`src/rtl/clk_mon.sv`:
```
`default_nettype none
// ============================================================================
//  Module      : clk_mon
//  Description : Monitors a slow clock, sampled as asynchronous data in the
//                clk_sys domain. Measures each slow period and qualifies the
//                clock as OK after GOOD_N consecutive in-tolerance periods.
//                Enters FAIL on a bad period or a missing edge, and counts
//                the number of times it has entered FAIL.
//  Revision    : 1.0 - initial release
// ============================================================================
module clk_mon #(
    parameter int unsigned NOM     = 100,
    parameter int unsigned TOL     = 2,
    parameter int unsigned GOOD_N  = 4,
    parameter int unsigned TIMEOUT = 200
) (
    input  logic       clk_sys,
    input  logic       rst,
    input  logic       slow_in,
    input  logic       clr_fault,
    output logic       slow_tick,
    output logic [7:0] period,
    output logic       period_vld,
    output logic       clk_ok,
    output logic       fault,
    output logic [7:0] fault_cnt
);

    localparam logic [1:0] S_IDLE = 2'd0;
    localparam logic [1:0] S_MEAS = 2'd1;
    localparam logic [1:0] S_OK   = 2'd2;
    localparam logic [1:0] S_FAIL = 2'd3;

    localparam logic [7:0] PER_LO   = 8'(NOM - TOL);
    localparam logic [7:0] PER_HI   = 8'(NOM + TOL);
    localparam logic [7:0] TMO_VAL  = 8'(TIMEOUT);
    localparam logic [3:0] GOOD_TGT = 4'(GOOD_N);

    logic       r_s1;
    logic       r_s2;
    logic       r_s3;
    logic [7:0] r_cnt;
    logic [2:0] r_good_cnt;
    logic [1:0] r_state;

    logic       w_rise;
    logic       w_good;
    logic       w_timeout;
    logic [3:0] w_good_inc;
    logic [1:0] w_state_nxt;
    logic [2:0] w_good_nxt;
    logic       w_upd;
    logic       w_clr;
    logic [7:0] w_cnt_nxt;

    // Edge detect on the synchronized copy of slow_in.
    assign w_rise     = r_s2 & ~r_s3;
    // The registered tick is the only event the rest of the monitor sees.
    assign w_good     = (r_cnt >= PER_LO) && (r_cnt <= PER_HI);
    assign w_timeout  = (r_cnt == TMO_VAL) && !slow_tick;
    assign w_good_inc = {1'b0, r_good_cnt} + 4'd1;
    assign w_clr      = (r_state == S_FAIL) && clr_fault;

    // Two-flop synchronizer, edge-detect flop and registered tick.
    always_ff @(posedge clk_sys) begin
        if (rst) begin
            r_s1      <= 1'b0;
            r_s2      <= 1'b0;
            r_s3      <= 1'b0;
            slow_tick <= 1'b0;
        end else begin
            r_s1      <= slow_in;
            r_s2      <= r_s1;
            r_s3      <= r_s2;
            slow_tick <= w_rise;
        end
    end

    // Period counter: restarts at 1 on each tick, saturates, cleared on exit from FAIL.
    always_comb begin
        w_cnt_nxt = r_cnt;
        if (w_clr) begin
            w_cnt_nxt = 8'd0;
        end else if (slow_tick) begin
            w_cnt_nxt = 8'd1;
        end else if (r_cnt != 8'd255) begin
            w_cnt_nxt = r_cnt + 8'd1;
        end
    end

    // Monitor state transitions; a tick takes priority over a coincident timeout.
    always_comb begin
        w_state_nxt = r_state;
        w_good_nxt  = r_good_cnt;
        w_upd       = 1'b0;
        case (r_state)
            S_IDLE: begin
                if (slow_tick) begin
                    w_state_nxt = S_MEAS;
                    w_good_nxt  = 3'd0;
                end else if (w_timeout) begin
                    w_state_nxt = S_FAIL;
                end
            end
            S_MEAS: begin
                if (slow_tick) begin
                    w_upd = 1'b1;
                    if (w_good) begin
                        w_good_nxt = w_good_inc[2:0];
                        if (w_good_inc == GOOD_TGT) begin
                            w_state_nxt = S_OK;
                        end
                    end else begin
                        w_good_nxt = 3'd0;
                    end
                end else if (w_timeout) begin
                    w_state_nxt = S_FAIL;
                end
            end
            S_OK: begin
                if (slow_tick) begin
                    w_upd = 1'b1;
                    if (!w_good) begin
                        w_state_nxt = S_FAIL;
                    end
                end else if (w_timeout) begin
                    w_state_nxt = S_FAIL;
                end
            end
            default: begin
                if (clr_fault) begin
                    w_state_nxt = S_IDLE;
                end
            end
        endcase
    end

    // State, counters and registered status outputs.
    always_ff @(posedge clk_sys) begin
        if (rst) begin
            r_state    <= S_IDLE;
            r_cnt      <= 8'd0;
            r_good_cnt <= 3'd0;
            period     <= 8'd0;
            period_vld <= 1'b0;
            clk_ok     <= 1'b0;
            fault      <= 1'b0;
            fault_cnt  <= 8'd0;
        end else begin
            r_state    <= w_state_nxt;
            r_cnt      <= w_cnt_nxt;
            r_good_cnt <= w_good_nxt;
            period_vld <= w_upd;
            if (w_upd) begin
                period <= r_cnt;
            end
            clk_ok <= (w_state_nxt == S_OK);
            fault  <= (w_state_nxt == S_FAIL);
            if ((w_state_nxt == S_FAIL) && (r_state != S_FAIL) && (fault_cnt != 8'd255)) begin
                fault_cnt <= fault_cnt + 8'd1;
            end
        end
    end

endmodule
`default_nettype wire

```
`config.mk`:
```
export PLATFORM = sky130hd
export DESIGN_NAME = clk_mon
export DESIGN_NICKNAME = d
export VERILOG_FILES = /design/src/rtl/clk_mon.sv
export SDC_FILE = /design/constraint.sdc
export NUM_CORES = 1
export LEC_CHECK = 0
export CORE_MARGIN = 1
export CORE_UTILIZATION = 50
export DETAILED_ROUTE_END_ITERATION = 8
export PLACE_DENSITY = 0.79
export SLEW_MARGIN = 20
export SYNTH_ARGS = -nofsm -noshare
export SYNTH_HDL_FRONTEND = slang
export SYNTH_SLANG_ARGS = --single-unit
```
`constraint.sdc`:
```
create_clock -name clk_sys -period 3.06 [get_ports clk_sys]
set_input_delay 0.765 -clock clk_sys [delete_from_list [all_inputs] [get_ports clk_sys]]
set_output_delay 0.765 -clock clk_sys [all_outputs]
set_load 0.01 [all_outputs]
```
== Word-level counts from Yosys, hierarchy flattened ==
Index checks and enable logic that the tools add are counted.
Widths: inputs -> output; s select.

* Flip-flop bits (word level): 36
* Input bits: 4
* Output and inout bits: 20
* Word-level logic and storage cells: 62

* $add $sub $neg: 3
* Magnitude comparators: 2
* Equal/unequal tests: 12
* Mux-type cells: 17
* Bitwise gates (word level): 2
* Reductions and logical operators: 13

{| class="wikitable"
|+ Operator list
! cell !! count
|-
| $add 8x1->8 const B || 2
|-
| $mux 2 || 8
|-
| $ne 8x8->1 const B || 2
|-
| $mux 3 || 3
|-
| $eq 2x2->1 const B || 4
|-
| $eq 8x8->1 const B || 1
|-
| $ge 8x7->1 const B || 1
|-
| $le 8x7->1 const B || 1
|-
| $ne 2x2->1 const B || 3
|-
| $pmux 2 s3 || 1
|-
| $pmux 3 s2 || 1
|-
| $logic_and 1x1->1 || 5
|-
| $add 3x1->4 const B || 1
|-
| $eq 4x3->1 const B || 1
|-
| $mux 1 || 4
|-
| $reduce_bool 2->1 || 2
|-
| $reduce_or 2->1 || 2
|-
| $reduce_and 3->1 || 1
|-
| $reduce_or 3->1 || 1
|-
| $eq 2x1->1 const B || 1
|-
| $logic_not 2->1 || 1
|-
| $and 1x1->1 || 1
|-
| $logic_not 1->1 || 1
|-
| $not 1->1 || 1
|}

== Depth between registers and ports, before layout ==
Gate-level depths: netlist of run 1.

* Depth after elaboration: 9
* Gate-level depth with buffers: 9

== Worst setup path after synthesis of run 1 ==
No wires, ideal clock.

* Kind: register to register
* Start point: register r_cnt[0]
* End point: register fault_cnt[5]
* Data arrival time: 2240 ps
* Required time: 2939 ps
* Path slack: 699 ps
* Cell stages (with the launch flop): 10
* Path buffers: 1
* Period minus slack after synthesis: 2361 ps
* Cell sequence: dfxtp_1 -> inv_1 -> ha_1 -> nor3_1 -> or4b_4 -> o311ai_4 -> nand3_2 -> buf_6 -> nor4_1 -> mux2_2

* Longest elaborated chain between the ends: 8
* Elaborated cells between the ends (all ways): 15
* Those cells by class: 2 x order compare; 2 x eq/ne; 7 x mux; 4 x reduce/logical

{| class="wikitable"
|+ RTL lines
! item !! RTL line !! RTL
|-
| start: declaration || 42 || <nowiki>logic [7:0] r_cnt;</nowiki>
|-
| start signal: assignment || 151 || <nowiki>r_cnt <= w_cnt_nxt;</nowiki>
|-
| $ge 8x7->1 (tied with other cells) || 59 || <nowiki>assign w_good = (r_cnt >= PER_LO) && (r_cnt <= PER_HI);</nowiki>
|-
| $logic_and 1x1->1 (on tied branches) || 59, 60 ||
|-
| $mux 2 (on tied branches) || n/a ||
|-
| $mux 2 (on tied branches) || 121, 106, 98 ||
|-
| $pmux 2 s3 * || 96 || <nowiki>case (r_state)</nowiki>
|-
| $eq 2x2->1 * || 159 || <nowiki>if ((w_state_nxt == S_FAIL) && (r_state != S_FAIL) && (fault_cnt != 8'd255)) begin</nowiki>
|-
| $logic_and 1x1->1 * (2 in series) || 159 ||
|-
| end signal: assignment || 160 || <nowiki>fault_cnt <= fault_cnt + 8'd1;</nowiki>
|-
| end: declaration || 26 || <nowiki>output logic [7:0] fault_cnt</nowiki>
|}

Mark *: on every way between the ends. The rest lies on a longest branch, timed or not.
A chain may end at the register's enable or synchronous reset.

== Worst setup path after layout of run 1 ==
Same ends and word-level chain as after synthesis.

==> results of run 1 <==
==> kinds of logic after synthesis <==
| kind of cell | after synthesis | synth area share, % |
|---|---|---|
| compound gates | 41 | 15.6 |
| simple gates | 92 | 27.7 |
| mux | 3 | 1.81 |
| xor+xnor | 3 | 1.52 |
| buf+inv | 18 | 4.55 |
| flops | 36 | 41.6 |
| fa+ha+maj | 10 | 7.23 |
==> layout make-up <==
type                            instances  area share [%]
Timing Repair Buffer                   26            12.1
Sequential cell                        36            34.6
Clock inverter                          3            2.04
Inverter                               11            1.98
Clock buffer                            5            1.80
Tap cell                               46            2.76
Multi-Input combinational cell        149            44.7
==> where the power goes <==
group	internal, mW	switching, mW
logic	0.0183	0.0274
registers	0.474	0.00637
clock network	0.170	0.170
total	0.663	0.204
==> per-layer routing <==
layer,wire length [um],vias up
met5,0,-
met4,69,0
met3,100,8
met2,1610,21
met1,1560,674
li1,-,771
==> sequential cells by signal, summed over array words and instances (netlist names) <==
register,count
clk_ok,1
fault,1
fault_cnt,8
period,8
period_vld,1
r_cnt,8
r_good_cnt,3
r_s1,1
r_s2,1
r_s3,1
r_state,2
slow_tick,1
==> worst reg2reg max path, cell delays in order (launching register included) <==
cell and delay (ps):
dfxtp_1 380, inv_1 110, ha_1 150, nor3_1 60, or4b_4 520, o311ai_4 320
nand3_2 250, nor4_1 320, mux2_2 370
==> worst max path at each step <==
stage	from	end	slack [ps]	cells past startpoint
floorplan	r_cnt[0]	fault_cnt[5]	700	9
global placement	clr_fault	fault_cnt[5]	470	6
detailed placement	clr_fault	fault_cnt[5]	390	6
CTS	r_cnt[0]	fault_cnt[5]	490	8
global route	r_cnt[0]	fault_cnt[5]	340	8
finish	r_cnt[0]	fault_cnt[5]	510	8
==> placed cells by master, fill, tap and decap left out, types with 2 or more instances in the layout <==
| cell | count |
|---|---|
| nand3_1 | 15 |
| dfxtp_1 | 36 |
| or4_1 | 4 |
| ha_1 | 10 |
| nand2_1 | 20 |
| xor2_1 | 2 |
| a21oi_1 | 19 |
| clkbuf_4 | 5 |
| nand4_1 | 4 |
| mux2i_1 | 2 |
| or3_1 | 4 |
| inv_1 | 11 |
| nand2b_1 | 2 |
| o31ai_1 | 4 |
| nor2_1 | 21 |
| buf_4 | 3 |
| nor4_1 | 2 |
| clkdlybuf4s50_1 | 23 |
| nor2b_1 | 9 |
| a31oi_1 | 2 |
| o21ai_0 | 6 |
| nor3_1 | 4 |
==> flow_summary.json, run 1 <==
{
  "use_met3_pct": 5.12,
  "dp.cells": 268,
  "synth_most_common_cell": "dfxtp_1",
  "worst_slack_ps": 506,
  "routabilityCongestion": 0.873,
  "min_to": "slow_tick",
  "cp_top_family": "simple AND/OR/NAND/NOR gates",
  "io_pins": 24,
  "use_met2_pct": 34.4,
  "start_kind": "flip-flop",
  "numCtsBuffers": 5,
  "fin_crit_sh_pct": 83.5,
  "port_buffers": 23,
  "seq_area_frac_synth_pct": 41.6,
  "yosys.area.top_type": "dfxtp_1",
  "netlist.area_leader.share_pct": 41.6,
  "hp-class": "reg -> reg",
  "dpl.hpwl_um": 2400,
  "core-area_um2": 3340,
  "synth_area_leaders": "dfxtp_1, ha_1, a21oi_1",
  "drive_gt1_share_pct": 8.26,
  "synth_ff_type": "dfxtp_1",
  "avgViaCountPerCell": 5.34,
  "hp-start": "r_s3",
  "hold_ws_ps": 394,
  "h-tree-depth": 2,
  "timing.rr.end": "fault_cnt[5]",
  "vdd_drop_max_mv": 0.269,
  "synthCells": 203,
  "finalNetCount": 243,
  "multi_input_comb_area_um2": 932,
  "outcome": "complete, no violations",
  "crit_path_end_kind": "flip-flop",
  "vias": 1474,
  "r2r-start": "r_cnt[0]",
  "synth.top_cells.by_count": "dfxtp_1, nor2_1, nand2_1, a21oi_1, nand3_1",
  "ys_warn_count": 0,
  "total_power_mw": 0.866,
  "cp.required_ps": 3320,
  "fin_tns_setup_ps": 0,
  "firstDrtPassIters": 4,
  "insertedDiodeCount": 0,
  "dieArea_um2": 3700,
  "cpMaxStageDelayCell": "or4b_4",
  "wl_per_cell_um": 12.1,
  "cp_cell_sequence": "inv_1 > ha_1 > nor3_1 > or4b_4 > o311ai_4 > nand3_2 > nor4_1 > mux2_2",
  "cts.repair.resized": 0,
  "drt_iter0_markers": 59,
  "p_per_area_nw_per_um2": 416,
  "finClkSkew_ps": 10.6,
  "top_usage_layer": "met2",
  "stdcell_count": 276,
  "clock-root-buffer": "clkbuf_4",
  "syn-cell-area_um2": 1730,
  "holdBufCountCts": 0,
  "synth-edff-count": 0,
  "placed_area_um2": 2000,
  "grt_pass1_vias": 1265,
  "fmax_ghz": 0.392,
  "critPathKind": "reg -> reg",
  "area_growth_pct": 20.4,
  "maxSlewHeadroom_pct": 69.7,
  "clkTransAtPathRegs_ps": 110,
  "antenna_found_initial": 0,
  "gr-total-overflow": 0,
  "num_rows": 21,
  "worstMarginPinSlew_ps": 443,
  "cts_tree": "done",
  "cp_max_fo": 13,
  "finalInstanceArea_um2": 2080,
  "path_buf_inv": 1,
  "fin_crit_ps": 2550,
  "initial_core_util_pct": 51.9,
  "grt_pass1_wl_um": 5290,
  "grtUsageMet1_pct": 21.9,
  "whs_path_depth": 1,
  "ant_nets": 0,
  "synth-seq-cells": 36,
  "preCtsSetupSlack_ps": 395,
  "die_w_um": 60.9,
  "leakage_nw": 0.765,
  "grt_setup_unrepaired": "no",
  "hold_violations": 0,
  "cts_buffer_depth": 2,
  "drcViolationCount": 0,
  "avgSynthCellArea_um2": 8.53,
  "syn_nets": 217,
  "wirelength_um": 3340,
  "post-cts-setup-buffers": 0,
  "reg2reg_slack_ps": 510,
  "cp_slowest_stage_delay_ps": 520,
  "die_y_um": 60.9,
  "ys_async_sr_fraction_pct": 0,
  "grt_max_degree": 20,
  "setup_viol": 0,
  "grt.total_usage_pct": 19.6,
  "fillerInstances": 308,
  "reg2reg_depth": 8,
  "regArea_um2": 721,
  "clock_latency_ps": 360,
  "synth.distinct_cells": 41,
  "maxCapViolCount": 0,
  "drv_slew": 0,
  "arrival_ps": 2810,
  "clock-sinks": 36,
  "fin_util_pct": 62.5
}
(Power assumes the default switching activity.)
==> run 2: changes to the inputs <==
Clock period 3.06 ns to 2.67 ns, I/O delays scaled along.
==> run 2 against run 1 <==
Against the previous run:
- flip-flop and latch count did not move
- final area rose by 0.18%
- critical path depth did not move
- register-to-register slack got worse by 310 ps
- worst setup slack got worse by 310 ps
- core utilization rose by 0.11 points
- via count rose by 2.1%
- critical path type unchanged
- critical endpoint unchanged
==> flow_summary.json, run 2 (synthesized netlist as in run 1, its figures left out) <==
{
  "pwr-share-comb_pct": 6.1,
  "firstDrtPassIters": 4,
  "min_to": "slow_tick",
  "dpl.hpwl_um": 2460,
  "whs_path_depth": 1,
  "routabilityCongestion": 0.860,
  "clkPwrFrac_pct": 31.2,
  "power_frac_seq_pct": 62.7,
  "drv_slew": 0,
  "grt_pass1_wl_um": 5530,
  "avgViaCountPerCell": 5.39,
  "grt.total_usage_pct": 20.4,
  "drt_iter0_markers": 112,
  "largest_registers": "fault_cnt (8), period (8), r_cnt (8)",
  "gr-total-overflow": 0,
  "arrival_ps": 2720,
  "p_per_area_nw_per_um2": 421,
  "fmax_ghz": 0.404,
  "r2r-start": "r_cnt[0]",
  "maxCapViolCount": 0,
  "grt_pass1_vias": 1266,
  "layout_commonest_cell": "dfxtp_1",
  "hp-start": "r_s3",
  "final_cell_mix": "dfxtp_1, clkdlybuf4s50_1, nor2_1",
  "fillerInstances": 287,
  "h-tree-depth": 2,
  "reg2reg_slack_ps": 190,
  "grt_setup_unrepaired": "no",
  "grt_max_degree": 15,
  "vdd_drop_max_mv": 0.252,
  "worst_slack_ps": 193,
  "clock-root-buffer": "clkbuf_4",
  "critPathKind": "reg -> reg",
  "leakage_nw": 0.774,
  "cp_max_fo": 13,
  "start_kind": "flip-flop",
  "regArea_um2": 721,
  "die_y_um": 60.9,
  "maxSlewHeadroom_pct": 73.6,
  "wl_per_cell_um": 12.2,
  "finClkSkew_ps": 4.14,
  "reg2reg_depth": 8,
  "setup_viol": 0,
  "numCtsBuffers": 5,
  "cp.required_ps": 2910,
  "multi_input_comb_area_um2": 940,
  "num_rows": 21,
  "dieArea_um2": 3700,
  "vias": 1505,
  "ant_nets": 0,
  "hp-class": "reg -> reg",
  "io_pins": 24,
  "cts_buffer_depth": 2,
  "antenna_found_initial": 0,
  "fin_tns_setup_ps": 0,
  "outcome": "complete, no violations",
  "fin_crit_ps": 2480,
  "fin_crit_sh_pct": 92.8,
  "core-area_um2": 3340,
  "power.switching_mw": 0.217,
  "finalNetCount": 247,
  "wirelength_um": 3410,
  "clkTransAtPathRegs_ps": 100,
  "drcViolationCount": 0,
  "die_w_um": 60.9,
  "worstMarginPinSlew_ps": 385,
  "timing.rr.end": "fault_cnt[5]",
  "power.internal_mw": 0.662,
  "cts_tree": "done",
  "crit_path_end_kind": "flip-flop",
  "hold_violations": 0,
  "clock-sinks": 36,
  "port_buffers": 23,
  "switching_share_pct": 24.7,
  "drive_gt1_share_pct": 9.01,
  "clock_latency_ps": 340,
  "preCtsSetupSlack_ps": 142,
  "initial_core_util_pct": 51.9,
  "area_growth_pct": 20.6,
  "insertedDiodeCount": 0
}
[run 2: worst max-delay path by stage]
stage               from      endpoint  cells after the start  slack, ps
6_report        r_cnt[0]  fault_cnt[5]                      8        190
5_1_grt         r_cnt[1]  fault_cnt[5]                      7         50
4_1_cts         r_cnt[0]  fault_cnt[5]                      8        150
3_5_place_dp   clr_fault  fault_cnt[5]                      6        140
3_3_place_gp   clr_fault  fault_cnt[5]                      6        180
2_1_floorplan   r_cnt[0]  fault_cnt[5]                      9        310
[run 2: power groups by stage]
| stage | Clock (mW) | Combinational (mW) | Sequential, mW |
|---|---|---|---|
| after floorplan | 0 | 0.0356 | 0.562 |
| after global placement | 0 | 0.0514 | 0.563 |
| after detailed placement | 0 | 0.0529 | 0.563 |
| after CTS | 0.278 | 0.0530 | 0.551 |
| after global routing | 0.298 | 0.0596 | 0.553 |
| final | 0.274 | 0.0538 | 0.551 |
[run 2: through the flow]
stage	power (mW)	cell area (um2)	hold slack (ps)	std cells	utilization (%)
after floorplan	0.597	1730	367	203	-
after global placement	0.614	2030	374	272	61.0
after detailed placement	0.616	2030	408	272	61.0
after CTS	0.882	2080	424	279	62.4
after global routing	0.910	2090	431	279	62.6
final	0.879	2090	424	279	62.6
[run 2: worst max-delay path, cell delays in order (launching register included)]
cell and delay, ps:
dfxtp_1 380, inv_1 100, ha_1 150, nor3_1 60, or4b_4 510, o311ai_4 350, nand3_4 180, nor4_1 280
mux2_2 360
[run 2: area by class of cell]
class                           count  area share [%]
Clock buffer                        6            1.98
Sequential cell                    36            34.5
Timing Repair Buffer               30            13.5
Tap cell                           46            2.76
Multi-Input combinational cell    149            45.0
Clock inverter                      1           0.240
Inverter                           11            1.98
[run 2: what timing repair did]
item | 4_1_cts | 5_1_grt
setup endpoints to repair | 0 | 1
setup buffers | 0 | 0
gates resized for setup | 0 | 1
hold buffers | 0 | 0
[run 2: metal layers]
| layer | vias to the layer above | track usage (%) | share of wire [%] |
|---|---|---|---|
| met5 | - | 0 | 0 |
| met3 | 6 | 5.12 | 3.4 |
| met4 | 0 | 8.77 | 1.2 |
| met2 | 22 | 34.5 | 50 |
| met1 | 704 | 24.4 | 45 |
| li1 | 773 | - | - |
==> run 3: changes to the inputs <==
Settings changed: CORE_UTILIZATION 50 to 30, MAX_ROUTING_LAYER set to met4, PLACE_DENSITY 0.79 to 0.54.
Clock period 2.67 ns to 2.4 ns, I/O delays scaled along.
==> run 3 against run 2 <==
Against the previous run:
- the run now ends with setup timing left
- power is 28% higher
- clock skew grew 3.9 ps
- critical path depth rose by 1
- critical path type unchanged
- via count grew 4.9%
- highest routed layer unchanged
- sequential share of layout area shrank 3.9 points
==> flow_summary.json, run 3 (synthesized netlist as in run 1, its figures left out) <==
{
  "outcome": "finished, violations left",
  "violations": "setup timing",
  "num_rows": 27,
  "worstMarginPinSlew_ps": 425,
  "hold_violations": 0,
  "cp_slowest_stage_delay_ps": 560,
  "cts_buffer_depth": 2,
  "cp_max_fo": 6,
  "wl_per_cell_um": 12.1,
  "ant_nets": 0,
  "hp-class": "reg -> reg",
  "grt_setup_unrepaired": "yes",
  "maxCapViolCount": 0,
  "grt_pass1_vias": 1400,
  "grt_pass1_wl_um": 6540,
  "grt.total_usage_pct": 14.0,
  "path_buf_inv": 2,
  "cpMaxStageDelayCell": "or4b_4",
  "holdBufCountCts": 0,
  "crit_path_end_kind": "flip-flop",
  "gr-total-overflow": 0,
  "clock_latency_ps": 290,
  "initial_core_util_pct": 31.3,
  "arrival_ps": 2680,
  "clock-root-buffer": "clkbuf_8",
  "vias": 1579,
  "die_w_um": 78.0,
  "layout_commonest_cell": "dfxtp_1",
  "drt_iter0_markers": 67,
  "clock-sinks": 36,
  "dpl.hpwl_um": 2760,
  "cts_tree": "done",
  "area_growth_pct": 36.6,
  "start_kind": "flip-flop",
  "vdd_drop_max_mv": 0.214,
  "dp.cells": 310,
  "worst_slack_ps": -58.1,
  "h-tree-depth": 2,
  "routabilityCongestion": 0.848,
  "critPathKind": "reg -> reg",
  "stdcell_count": 322,
  "cp.required_ps": 2620,
  "cp_top_family": "simple AND/OR/NAND/NOR gates",
  "firstDrtPassIters": 4,
  "die_y_um": 78.0,
  "insertedDiodeCount": 0,
  "numCtsBuffers": 5,
  "finalNetCount": 263,
  "setup_viol": 1,
  "drv_slew": 0,
  "p_per_area_nw_per_um2": 476,
  "leakage_nw": 0.879,
  "cp_cell_sequence": "inv_2 > ha_4 > nor3_2 > or4b_4 > o311ai_4 > nand3_4 > buf_6 > or4_1 > a21oi_1",
  "antenna_found_initial": 0,
  "fin_crit_ps": 2460,
  "fin_crit_sh_pct": 102,
  "fmax_ghz": 0.407,
  "clkTransAtPathRegs_ps": 80,
  "grt_max_degree": 21,
  "io_pins": 24,
  "maxSlewHeadroom_pct": 71.0,
  "wirelength_um": 3890,
  "drcViolationCount": 0,
  "finClkSkew_ps": 8.03,
  "port_buffers": 23,
  "avgViaCountPerCell": 4.90,
  "largest_registers": "fault_cnt (8), period (8), r_cnt (8)",
  "core-area_um2": 5540,
  "drive_gt1_share_pct": 20.8,
  "finalInstanceArea_um2": 2360,
  "dieArea_um2": 6080,
  "placed_area_um2": 2160,
  "final_cell_mix": "dfxtp_1, clkdlybuf4s50_1, buf_4"
}
==> run 3: cell types whose count changed in the layout (fill, tap and decap cells not counted), moves of 2 or more <==
cell | before | now
nor4_1 | 2 | 0
o31ai_1 | 4 | 2
a21oi_1 | 19 | 17
clkbuf_4 | 5 | 0
a31oi_2 | 0 | 2
dfxtp_1 | 36 | 34
a21oi_2 | 0 | 2
buf_4 | 7 | 22
a31oi_1 | 2 | 0
nor4_2 | 0 | 2
clkbuf_8 | 0 | 5
dfxtp_2 | 0 | 2
==> run 3: worst paths after layout <==
check,start,to,slack (ps),cells after the start
setup / recovery,r_cnt[0],fault_cnt[7],-60,9
hold / removal,r_s3,slow_tick,390,1
setup reg to reg,r_cnt[0],fault_cnt[7],-60,9
hold reg to reg,r_s3,slow_tick,390,1
==> run 3: area by class of cell <==
type                       instances  area (um2)
clock buffer                       5        68.8
clock inverter                     3        18.8
fill                             553        3180
inverter                          11        41.3
multi-input combinational        149        1020
sequential                        36         723
tap                               72        90.1
timing repair buffer              46         407
==> run 3: power breakdown <==
group          internal (mW)  total [mW]  switching [mW]
combinational         0.0385      0.0841          0.0455
sequential             0.605       0.612         0.00727
clock                  0.202       0.430           0.227
total                  0.846        1.13           0.280
==> run 3: per-layer routing <==
| metal | vias up | share of wire (%) | routed length, um | GRT usage [%] |
|---|---|---|---|---|
| li1 | 808 | - | - | - |
| met1 | 727 | 47 | 1820 | 17.8 |
| met2 | 40 | 47 | 1840 | 21.5 |
| met3 | 4 | 5.4 | 210 | 4.47 |
| met4 | 0 | 0.59 | 23 | 3.89 |
| met5 | - | 0 | 0 | - |
==> run 3: through the flow <==
stage / setup TNS, ps / worst slack [ps] / util (%) / power, mW / hold WS, ps
5_1_grt: -433 / -127 / 42.7 / 1.19 / 426
3_3_place_gp: 0 / 23.5 / 38.9 / 0.698 / 381
2_1_floorplan: 0 / 38.8 / - / 0.664 / 367
6_report: -58.1 / -58.1 / 42.7 / 1.13 / 395
3_5_place_dp: -53.5 / -47.4 / 38.9 / 0.697 / 375
4_1_cts: 0 / 3.45 / 40.8 / 1.13 / 394
==> run 3: what timing repair did <==
| action | CTS | global route |
|---|---|---|
| gates resized for setup | 2 | 18 |
| buffers inserted | 0 | 4 |
| cloned | 0 | 0 |
| pin swaps | 1 | 10 |
| setup endpoints to repair | 2 | 10 |
